**config.mk**
```make
export PLATFORM = sky130hd
export DESIGN_NAME = fm_discriminator_dec_flat
export DESIGN_NICKNAME = d
export VERILOG_FILES = /design/src/rtl/fm_discriminator_dec_if.sv /design/src/rtl/fm_discriminator_dec.sv /design/src/flat_wrapper.sv
export SDC_FILE = /design/constraint.sdc
export NUM_CORES = 2
export LEC_CHECK = 0
export ABC_CLOCK_PERIOD_IN_PS = 9500
export CAP_MARGIN = 5
export CELL_PAD_IN_SITES_DETAIL_PLACEMENT = 1
export CELL_PAD_IN_SITES_GLOBAL_PLACEMENT = 1
export CORE_MARGIN = 5
export CORE_UTILIZATION = 51
export CTS_CLUSTER_DIAMETER = 40
export DETAILED_ROUTE_END_ITERATION = 12
export PLACE_DENSITY = 0.86
export SLEW_MARGIN = 30
export SYNTH_ARGS = -nofsm -noshare
export SYNTH_HDL_FRONTEND = slang
export SYNTH_SLANG_ARGS = --single-unit
export TNS_END_PERCENT = 100
```
**constraint.sdc**
```tcl
create_clock -name i_clk -period 9.5 [get_ports i_clk]
set_input_delay 1.9 -clock i_clk [delete_from_list [all_inputs] [get_ports i_clk]]
set_output_delay 1.9 -clock i_clk [all_outputs]
set_load 0.1 [all_outputs]
```
**src/rtl/fm_discriminator_dec_if.sv**
```systemverilog
// fm_discriminator_dec_if: I/Q sample inputs and discriminator result outputs of fm_discriminator_dec.
//   i_I_data/i_I_valid   signed in-phase sample and its single-cycle strobe
//   i_Q_data/i_Q_valid   signed quadrature sample and its single-cycle strobe
//   o_data               signed discriminator result or decimated sum
//   o_valid              one-cycle strobe qualifying o_data
//   o_overrun            one-cycle pulse when a latched component was overwritten
//   master drives samples, slave (the discriminator) drives results.
interface fm_discriminator_dec_if #(
    parameter int IQ_W       = 16,
    parameter int DECIM_LOG2 = 0
);
    localparam int OUT_W = 2 * IQ_W + 2 + DECIM_LOG2;
    logic signed [IQ_W-1:0]  i_I_data;
    logic                    i_I_valid;
    logic signed [IQ_W-1:0]  i_Q_data;
    logic                    i_Q_valid;
    logic signed [OUT_W-1:0] o_data;
    logic                    o_valid;
    logic                    o_overrun;
    modport master (
        output i_I_data, i_I_valid, i_Q_data, i_Q_valid,
        input  o_data, o_valid, o_overrun
    );
    modport slave (
        input  i_I_data, i_I_valid, i_Q_data, i_Q_valid,
        output o_data, o_valid, o_overrun
    );
endinterface

```
**src/rtl/fm_discriminator_dec.sv**
```systemverilog
// fm_discriminator_dec: polar FM discriminator I[n-1]*Q[n] - Q[n-1]*I[n] with I/Q pairing and integrate-and-dump decimation.
//   i_clk    rising-edge clock
//   i_rst_n  synchronous active-low reset
//   bus      slave side of fm_discriminator_dec_if (I/Q samples in, result/valid/overrun out)
//   Latency is 3 clocks from pair completion to o_valid; one pair per clock sustained.
module fm_discriminator_dec #(
    parameter int IQ_W       = 16,
    parameter int DECIM_LOG2 = 0
) (
    input  logic                  i_clk,
    input  logic                  i_rst_n,
    fm_discriminator_dec_if.slave bus
);
    localparam int PW    = 2 * IQ_W;
    localparam int DW    = 2 * IQ_W + 2;
    localparam int OUT_W = DW + DECIM_LOG2;
    localparam int CW    = (DECIM_LOG2 > 0) ? DECIM_LOG2 : 1;

    typedef enum logic {PRIME, RUN} state_t;
    state_t state_q, state_d;

    logic                    have_i_q, have_q_q, have_i_d, have_q_d;
    logic signed [IQ_W-1:0]  ilat_q, qlat_q, icur, qcur, iprev_q, qprev_q;
    logic                    complete, issue, overrun_d, overrun_q;
    logic signed [PW-1:0]    pa_d, pb_d, pa_q, pb_q;
    logic                    v1_q, v2_q, valid_q, last;
    logic signed [DW-1:0]    d_q;
    logic signed [OUT_W-1:0] d_x, sum, acc_q, data_q;
    logic [CW-1:0]           cnt_q;

    always_comb begin
        complete  = (bus.i_I_valid | have_i_q) & (bus.i_Q_valid | have_q_q);
        // An arriving component always replaces the latched one, so the latch tracks the current value.
        icur      = bus.i_I_valid ? bus.i_I_data : ilat_q;
        qcur      = bus.i_Q_valid ? bus.i_Q_data : qlat_q;
        have_i_d  = ~complete & (have_i_q | bus.i_I_valid);
        have_q_d  = ~complete & (have_q_q | bus.i_Q_valid);
        // Any overwrite of a still-latched component loses a sample.
        overrun_d = (bus.i_I_valid & have_i_q) | (bus.i_Q_valid & have_q_q);
        pa_d      = PW'(iprev_q) * PW'(qcur);
        pb_d      = PW'(qprev_q) * PW'(icur);
        d_x       = OUT_W'(d_q);
        sum       = acc_q + d_x;
        last      = (DECIM_LOG2 == 0) || (cnt_q == {CW{1'b1}});
    end

    always_comb begin
        state_d = state_q;
        issue   = 1'b0;
        if (complete) begin
            state_d = RUN;
            issue   = (state_q == RUN);
        end
    end

    always_ff @(posedge i_clk) begin
        if (!i_rst_n) begin
            state_q   <= PRIME;
            have_i_q  <= 1'b0;
            have_q_q  <= 1'b0;
            ilat_q    <= '0;
            qlat_q    <= '0;
            iprev_q   <= '0;
            qprev_q   <= '0;
            overrun_q <= 1'b0;
            pa_q      <= '0;
            pb_q      <= '0;
            v1_q      <= 1'b0;
            v2_q      <= 1'b0;
            d_q       <= '0;
            acc_q     <= '0;
            cnt_q     <= '0;
            data_q    <= '0;
            valid_q   <= 1'b0;
        end else begin
            state_q   <= state_d;
            have_i_q  <= have_i_d;
            have_q_q  <= have_q_d;
            ilat_q    <= icur;
            qlat_q    <= qcur;
            overrun_q <= overrun_d;
            if (complete) begin
                iprev_q <= icur;
                qprev_q <= qcur;
            end
            v1_q    <= issue;
            pa_q    <= pa_d;
            pb_q    <= pb_d;
            v2_q    <= v1_q;
            d_q     <= DW'(pa_q) - DW'(pb_q);
            valid_q <= v2_q & last;
            if (v2_q) begin
                acc_q <= last ? '0 : sum;
                cnt_q <= last ? '0 : cnt_q + CW'(1);
                if (last) data_q <= sum;
            end
        end
    end

    assign bus.o_data    = data_q;
    assign bus.o_valid   = valid_q;
    assign bus.o_overrun = overrun_q;
endmodule

```
**src/flat_wrapper.sv**
```systemverilog
// flat-port wrapper written by rule: the top's interface ports become plain ports
module fm_discriminator_dec_flat 
#(
    parameter int IQ_W       = 16,
    parameter int DECIM_LOG2 = 0
)
  (i_clk, i_rst_n, bus_i_I_data, bus_i_I_valid, bus_i_Q_data, bus_i_Q_valid, bus_o_data, bus_o_valid, bus_o_overrun);
  fm_discriminator_dec_if #(.IQ_W(IQ_W), .DECIM_LOG2(DECIM_LOG2)) bus_i ();
  input  logic i_clk;
  input  logic i_rst_n;
  input wire logic [$bits(bus_i.i_I_data)-1:0] bus_i_I_data;
  input wire logic [$bits(bus_i.i_I_valid)-1:0] bus_i_I_valid;
  input wire logic [$bits(bus_i.i_Q_data)-1:0] bus_i_Q_data;
  input wire logic [$bits(bus_i.i_Q_valid)-1:0] bus_i_Q_valid;
  output wire logic [$bits(bus_i.o_data)-1:0] bus_o_data;
  output wire logic [$bits(bus_i.o_valid)-1:0] bus_o_valid;
  output wire logic [$bits(bus_i.o_overrun)-1:0] bus_o_overrun;
  assign bus_i.i_I_data = bus_i_I_data;
  assign bus_i.i_I_valid = bus_i_I_valid;
  assign bus_i.i_Q_data = bus_i_Q_data;
  assign bus_i.i_Q_valid = bus_i_Q_valid;
  assign bus_o_data = bus_i.o_data;
  assign bus_o_valid = bus_i.o_valid;
  assign bus_o_overrun = bus_i.o_overrun;
  fm_discriminator_dec #(.IQ_W(IQ_W), .DECIM_LOG2(DECIM_LOG2)) u_core (.i_clk(i_clk), .i_rst_n(i_rst_n), .bus(bus_i));
endmodule
```
==> flow_summary.html <==
<table>
<tr><th>Metric</th><th>Value</th></tr>
<tr><th colspan="2">Global route</th></tr>
<tr><td>Largest net degree at the start of global routing</td><td>78</td></tr>
<tr><td>Vias in the first global route</td><td>25,100</td></tr>
<tr><td>Grt ovf</td><td>0</td></tr>
<tr><td>GRT Total Usage</td><td>28.9%</td></tr>
<tr><td>Wire length of the first global-routing pass</td><td>135,000 um</td></tr>
<tr><td>Antenna violations before repair</td><td>3</td></tr>
<tr><th colspan="2">Floorplanning</th></tr>
<tr><td>Die height</td><td>242 um</td></tr>
<tr><td>Count of standard-cell rows</td><td>85</td></tr>
<tr><td>Initial core utilization</td><td>51.2%</td></tr>
<tr><td>Die area</td><td>58,500 um^2</td></tr>
<tr><td>I/O pin count</td><td>72</td></tr>
<tr><td>Core region area</td><td>53,600 um^2</td></tr>
<tr><td>Overall die width</td><td>242 um</td></tr>
<tr><th colspan="2">Clock tree</th></tr>
<tr><td>H-tree levels</td><td>1</td></tr>
<tr><td>Reg clk slew, reported paths</td><td>0.06 ns</td></tr>
<tr><td>Clock latency of the later-clocked register in the worst-skew pair</td><td>0.58 ns</td></tr>
<tr><td>Cell at the root of the clock tree</td><td>sky130_fd_sc_hd__clkbuf_16</td></tr>
<tr><td>Hold-fix buffers at CTS</td><td>0</td></tr>
<tr><td>Clk sinks</td><td>201</td></tr>
<tr><td>TritonCTS clock tree</td><td>yes</td></tr>
<tr><td>Number of clock buffers inserted by TritonCTS</td><td>29</td></tr>
<tr><td>Buffer levels on the longest clock path</td><td>3</td></tr>
<tr><td>Post-CTS repair timing setup buffer count</td><td>0</td></tr>
<tr><td>Post-cts sizing count</td><td>0</td></tr>
<tr><th colspan="2">Setup path</th></tr>
<tr><td>Cell family with most CP delay</td><td>adder cells</td></tr>
<tr><td>CP Capture Type</td><td>register</td></tr>
<tr><td>Stage delay of the slowest cell on the critical path</td><td>0.71 ns</td></tr>
<tr><td>Slowest stage cell, crit path</td><td>sky130_fd_sc_hd__o21ai_0</td></tr>
<tr><td>Ordered cell list for the critical path</td><td>clkdlybuf4s50_1, buf_4, mux2_2, nand2_1, fa_1, inv_1, fa_1, inv_1, fa_1, inv_1, fa_1, fa_1, inv_1, fa_1, inv_1, ha_1, nand2_1, nor3_1, nand4_1, o21ai_0, nand3_1, a31oi_1, xnor2_1, nor2_1</td></tr>
<tr><td>Count of buffer and inverter cells on the critical path</td><td>7</td></tr>
<tr><td>Crit path kind</td><td>in -&gt; reg</td></tr>
<tr><td>Worst path most repeated cell</td><td>sky130_fd_sc_hd__fa_1</td></tr>
<tr><td>Kind of start point of the critical path</td><td>input pin</td></tr>
<tr><td>Arrival @ worst endpoint</td><td>9.30 ns</td></tr>
<tr><td>Data required time of the critical path</td><td>9.92 ns</td></tr>
<tr><td>Crit path max fanout</td><td>18</td></tr>
<tr><th colspan="2">Synthesis</th></tr>
<tr><td>Post-Syn Instances</td><td>2,994</td></tr>
<tr><td>Ys async rst share</td><td>0%</td></tr>
<tr><td>Number of distinct library cells after synthesis</td><td>67</td></tr>
<tr><td>Average footprint of a synthesized cell</td><td>9.17 um^2</td></tr>
<tr><td>Synth Net Count</td><td>3,751</td></tr>
<tr><td>Number of enable flip-flop cells after synthesis</td><td>0</td></tr>
<tr><td>Largest cells by area after synthesis</td><td>sky130_fd_sc_hd__fa_1, sky130_fd_sc_hd__dfxtp_1, sky130_fd_sc_hd__ha_1</td></tr>
<tr><td>FF+latch count, synth</td><td>201</td></tr>
<tr><td>Synth area leader</td><td>sky130_fd_sc_hd__fa_1</td></tr>
<tr><td>Portion of synthesized cell area occupied by the leading cell type</td><td>38.3%</td></tr>
<tr><td>Mapped cell area</td><td>27,400 um^2</td></tr>
<tr><td>Most frequently used flop master after synthesis</td><td>sky130_fd_sc_hd__dfxtp_1</td></tr>
<tr><td>Total of warnings raised by yosys</td><td>0</td></tr>
<tr><td>Post-synthesis sequential area ratio</td><td>14.7%</td></tr>
<tr><th colspan="2">STA</th></tr>
<tr><td>Final period demand of the worst path</td><td>8.87 ns</td></tr>
<tr><td>Transition time of the tightest slew-check pin</td><td>1.16 ns</td></tr>
<tr><td>Worst Skew</td><td>0.0118 ns</td></tr>
<tr><td>RSZ-0062 raised after global routing</td><td>false</td></tr>
<tr><td>Normalized max-slew margin</td><td>22.6%</td></tr>
<tr><td>Sum Neg Setup Slack</td><td>0 ns</td></tr>
<tr><td>Final number of hold-violating endpoints</td><td>0</td></tr>
<tr><td>Setup violators final</td><td>0</td></tr>
<tr><td>Worst Slack Setup Final</td><td>0.626 ns</td></tr>
<tr><td>Period Utilization, post-route</td><td>93.4%</td></tr>
<tr><td>Highest attainable clock frequency</td><td>0.113 GHz</td></tr>
<tr><td>Count of final max-slew check failures</td><td>0</td></tr>
<tr><th colspan="2">Drt</th></tr>
<tr><td>DRC violation total after the first TritonRoute iteration</td><td>1,244</td></tr>
<tr><td>Drt total wl</td><td>84,600 um</td></tr>
<tr><td>Via-per-instance ratio</td><td>5.62</td></tr>
<tr><td>Number of nets with antenna violations after detailed routing</td><td>0</td></tr>
<tr><td>WL per Instance</td><td>22.6 um</td></tr>
<tr><td>Pre-Repair DR Iteration Count</td><td>5</td></tr>
<tr><td>Total via count in the routed design</td><td>21,000</td></tr>
<tr><td>DRC viols</td><td>0</td></tr>
<tr><th colspan="2">Hold path</th></tr>
<tr><td>Hold crit path type</td><td>reg -&gt; reg</td></tr>
<tr><th colspan="2">Finish</th></tr>
<tr><td>Final design utilization</td><td>55.9%</td></tr>
<tr><td>Net total in the final layout</td><td>3,779</td></tr>
<tr><td>Most common library cell in the layout ignoring fill and taps</td><td>sky130_fd_sc_hd__inv_1</td></tr>
<tr><td>Count of placed standard cells in the final layout, fillers left out</td><td>3,741</td></tr>
<tr><td>Share of final-layout standard cells stronger than drive strength 1</td><td>4.76%</td></tr>
<tr><td>Footprint of the multi-input gates</td><td>20,700 um^2</td></tr>
<tr><td>Register area</td><td>4030 um^2</td></tr>
<tr><td>Highest-count cells in the layout ignoring fill and taps</td><td>sky130_fd_sc_hd__inv_1, sky130_fd_sc_hd__fa_1, sky130_fd_sc_hd__nand2_1</td></tr>
<tr><td>Area growth, synth to finish</td><td>9.17%</td></tr>
<tr><td>Number of antenna repair diodes</td><td>0</td></tr>
<tr><td>Fillers</td><td>6,137</td></tr>
<tr><th colspan="2">Power and ir drop</th></tr>
<tr><td>Power Dens Cells</td><td>245 nW/um^2</td></tr>
<tr><td>Leak Pwr</td><td>14.6 nW</td></tr>
<tr><td>Max VDD drop</td><td>152 uV</td></tr>
<tr><th colspan="2">Status</th></tr>
<tr><td>Outcome</td><td>completed</td></tr>
<tr><th colspan="2">Placed design</th></tr>
<tr><td>Inst Count DP</td><td>3,687</td></tr>
<tr><td>Global placer's final weighted congestion</td><td>0.909</td></tr>
<tr><td>Setup Slack @ Placement</td><td>0.250 ns</td></tr>
<tr><td>DP Wirelength</td><td>66,300 um</td></tr>
<tr><td>Count of port buffers added during placement</td><td>71</td></tr>
<tr><th colspan="2">Run</th></tr>
<tr><td>Max cap viols</td><td>0</td></tr>
</table>
==> synthesized netlist by cell type (32+ instances only) <==
cell / n
sky130_fd_sc_hd__a21oi_1: 66
sky130_fd_sc_hd__and2_1: 146
sky130_fd_sc_hd__clkbuf_1: 95
sky130_fd_sc_hd__dfxtp_1: 201
sky130_fd_sc_hd__fa_1: 525
sky130_fd_sc_hd__ha_1: 196
sky130_fd_sc_hd__inv_1: 634
sky130_fd_sc_hd__mux2i_1: 64
sky130_fd_sc_hd__nand2_1: 280
sky130_fd_sc_hd__nand2b_1: 34
sky130_fd_sc_hd__nor2_1: 215
sky130_fd_sc_hd__nor2b_1: 137
sky130_fd_sc_hd__nor3_1: 32
sky130_fd_sc_hd__o21ai_0: 40
sky130_fd_sc_hd__xnor2_1: 44
==> worst register-to-register path, delay by kind of cell (launching register included) <==
kind | cells | cell delay (ns)
fa+ha+maj | 7 | 3.36
simple gates | 6 | 1.07
xor+xnor | 1 | 0.18
buf+inv | 4 | 0.28
flops | 1 | 1.09
compound gates | 2 | 0.99
==> where the power goes <==
part / leakage, nW / switching [W] / internal (W)
registers: 1.66 / 0.000128 / 0.00104
logic: 12.4 / 0.00305 / 0.00198
clock network: 0.514 / 0.000479 / 0.000669
total: 14.6 / 0.00366 / 0.00368
==> path summary, 6_finish.rpt <==
check / to / cells past startpoint / slack (ns) / start
max reg2reg: u_core.pb_q[26] / 20 / 2.36 / u_core.qprev_q[9]
min: u_core.v2_q / 1 / 0.48 / u_core.v1_q
max: u_core.pb_q[26] / 24 / 0.63 / bus_i_I_valid
min reg2reg: u_core.v2_q / 1 / 0.48 / u_core.v1_q
==> final cells by class <==
type,count,area share [%]
clock buffers,33,2.57
flip-flops and latches,201,13.4
inverters,635,7.96
well taps,696,2.91
repair buffers,105,3.21
multi-input cells,2050,69.0
clock inverters,21,0.931
==> sequential cells by signal, summed over array words and instances (netlist names) <==
| register | flops |
|---|---|
| u_core.bus.o_overrun | 1 |
| u_core.bus.o_data | 33 |
| u_core.ilat_q | 16 |
| u_core.have_i_q | 1 |
| u_core.state_q | 1 |
| u_core.v2_q | 1 |
| u_core.iprev_q | 16 |
| u_core.qlat_q | 16 |
| u_core.d_q | 33 |
| u_core.qprev_q | 16 |
| u_core.bus.o_valid | 1 |
| u_core.pb_q | 32 |
| u_core.pa_q | 32 |
| u_core.have_q_q | 1 |
| u_core.v1_q | 1 |
==> through the flow <==
stage                     instance area, um^2  total power, W  hold WS (ns)
after floorplan                         27400         0.00464         0.412
after global placement                  28900         0.00567         0.445
after detailed placement                28900         0.00601         0.465
after CTS                               29900         0.00729         0.467
after global routing                    30000         0.00792         0.491
final                                   30000         0.00734         0.475
==> cells by family (layout without fill, tap and decap cells) <==
group | after synthesis | in the layout | synth area share [%]
and+or+nand+nor | 912 | 912 | 16.1
buffers and inverters | 743 | 794 | 10.2
adders and majority gates | 721 | 721 | 47.2
AOI/OAI and AO/OA | 259 | 259 | 6.31
DFF | 201 | 201 | 14.7
muxes | 85 | 85 | 3.20
xor gates and xnor gates | 73 | 73 | 2.33
==> per-layer routing <==
layer,GRT usage [%],up-vias,wire (um)
li1,-,9119,-
met1,35.4,10800,33200
met2,51.3,777,42500
met3,4.20,287,4830
met4,11.8,0,4100
met5,0,-,0
(Power assumes the default switching activity.)
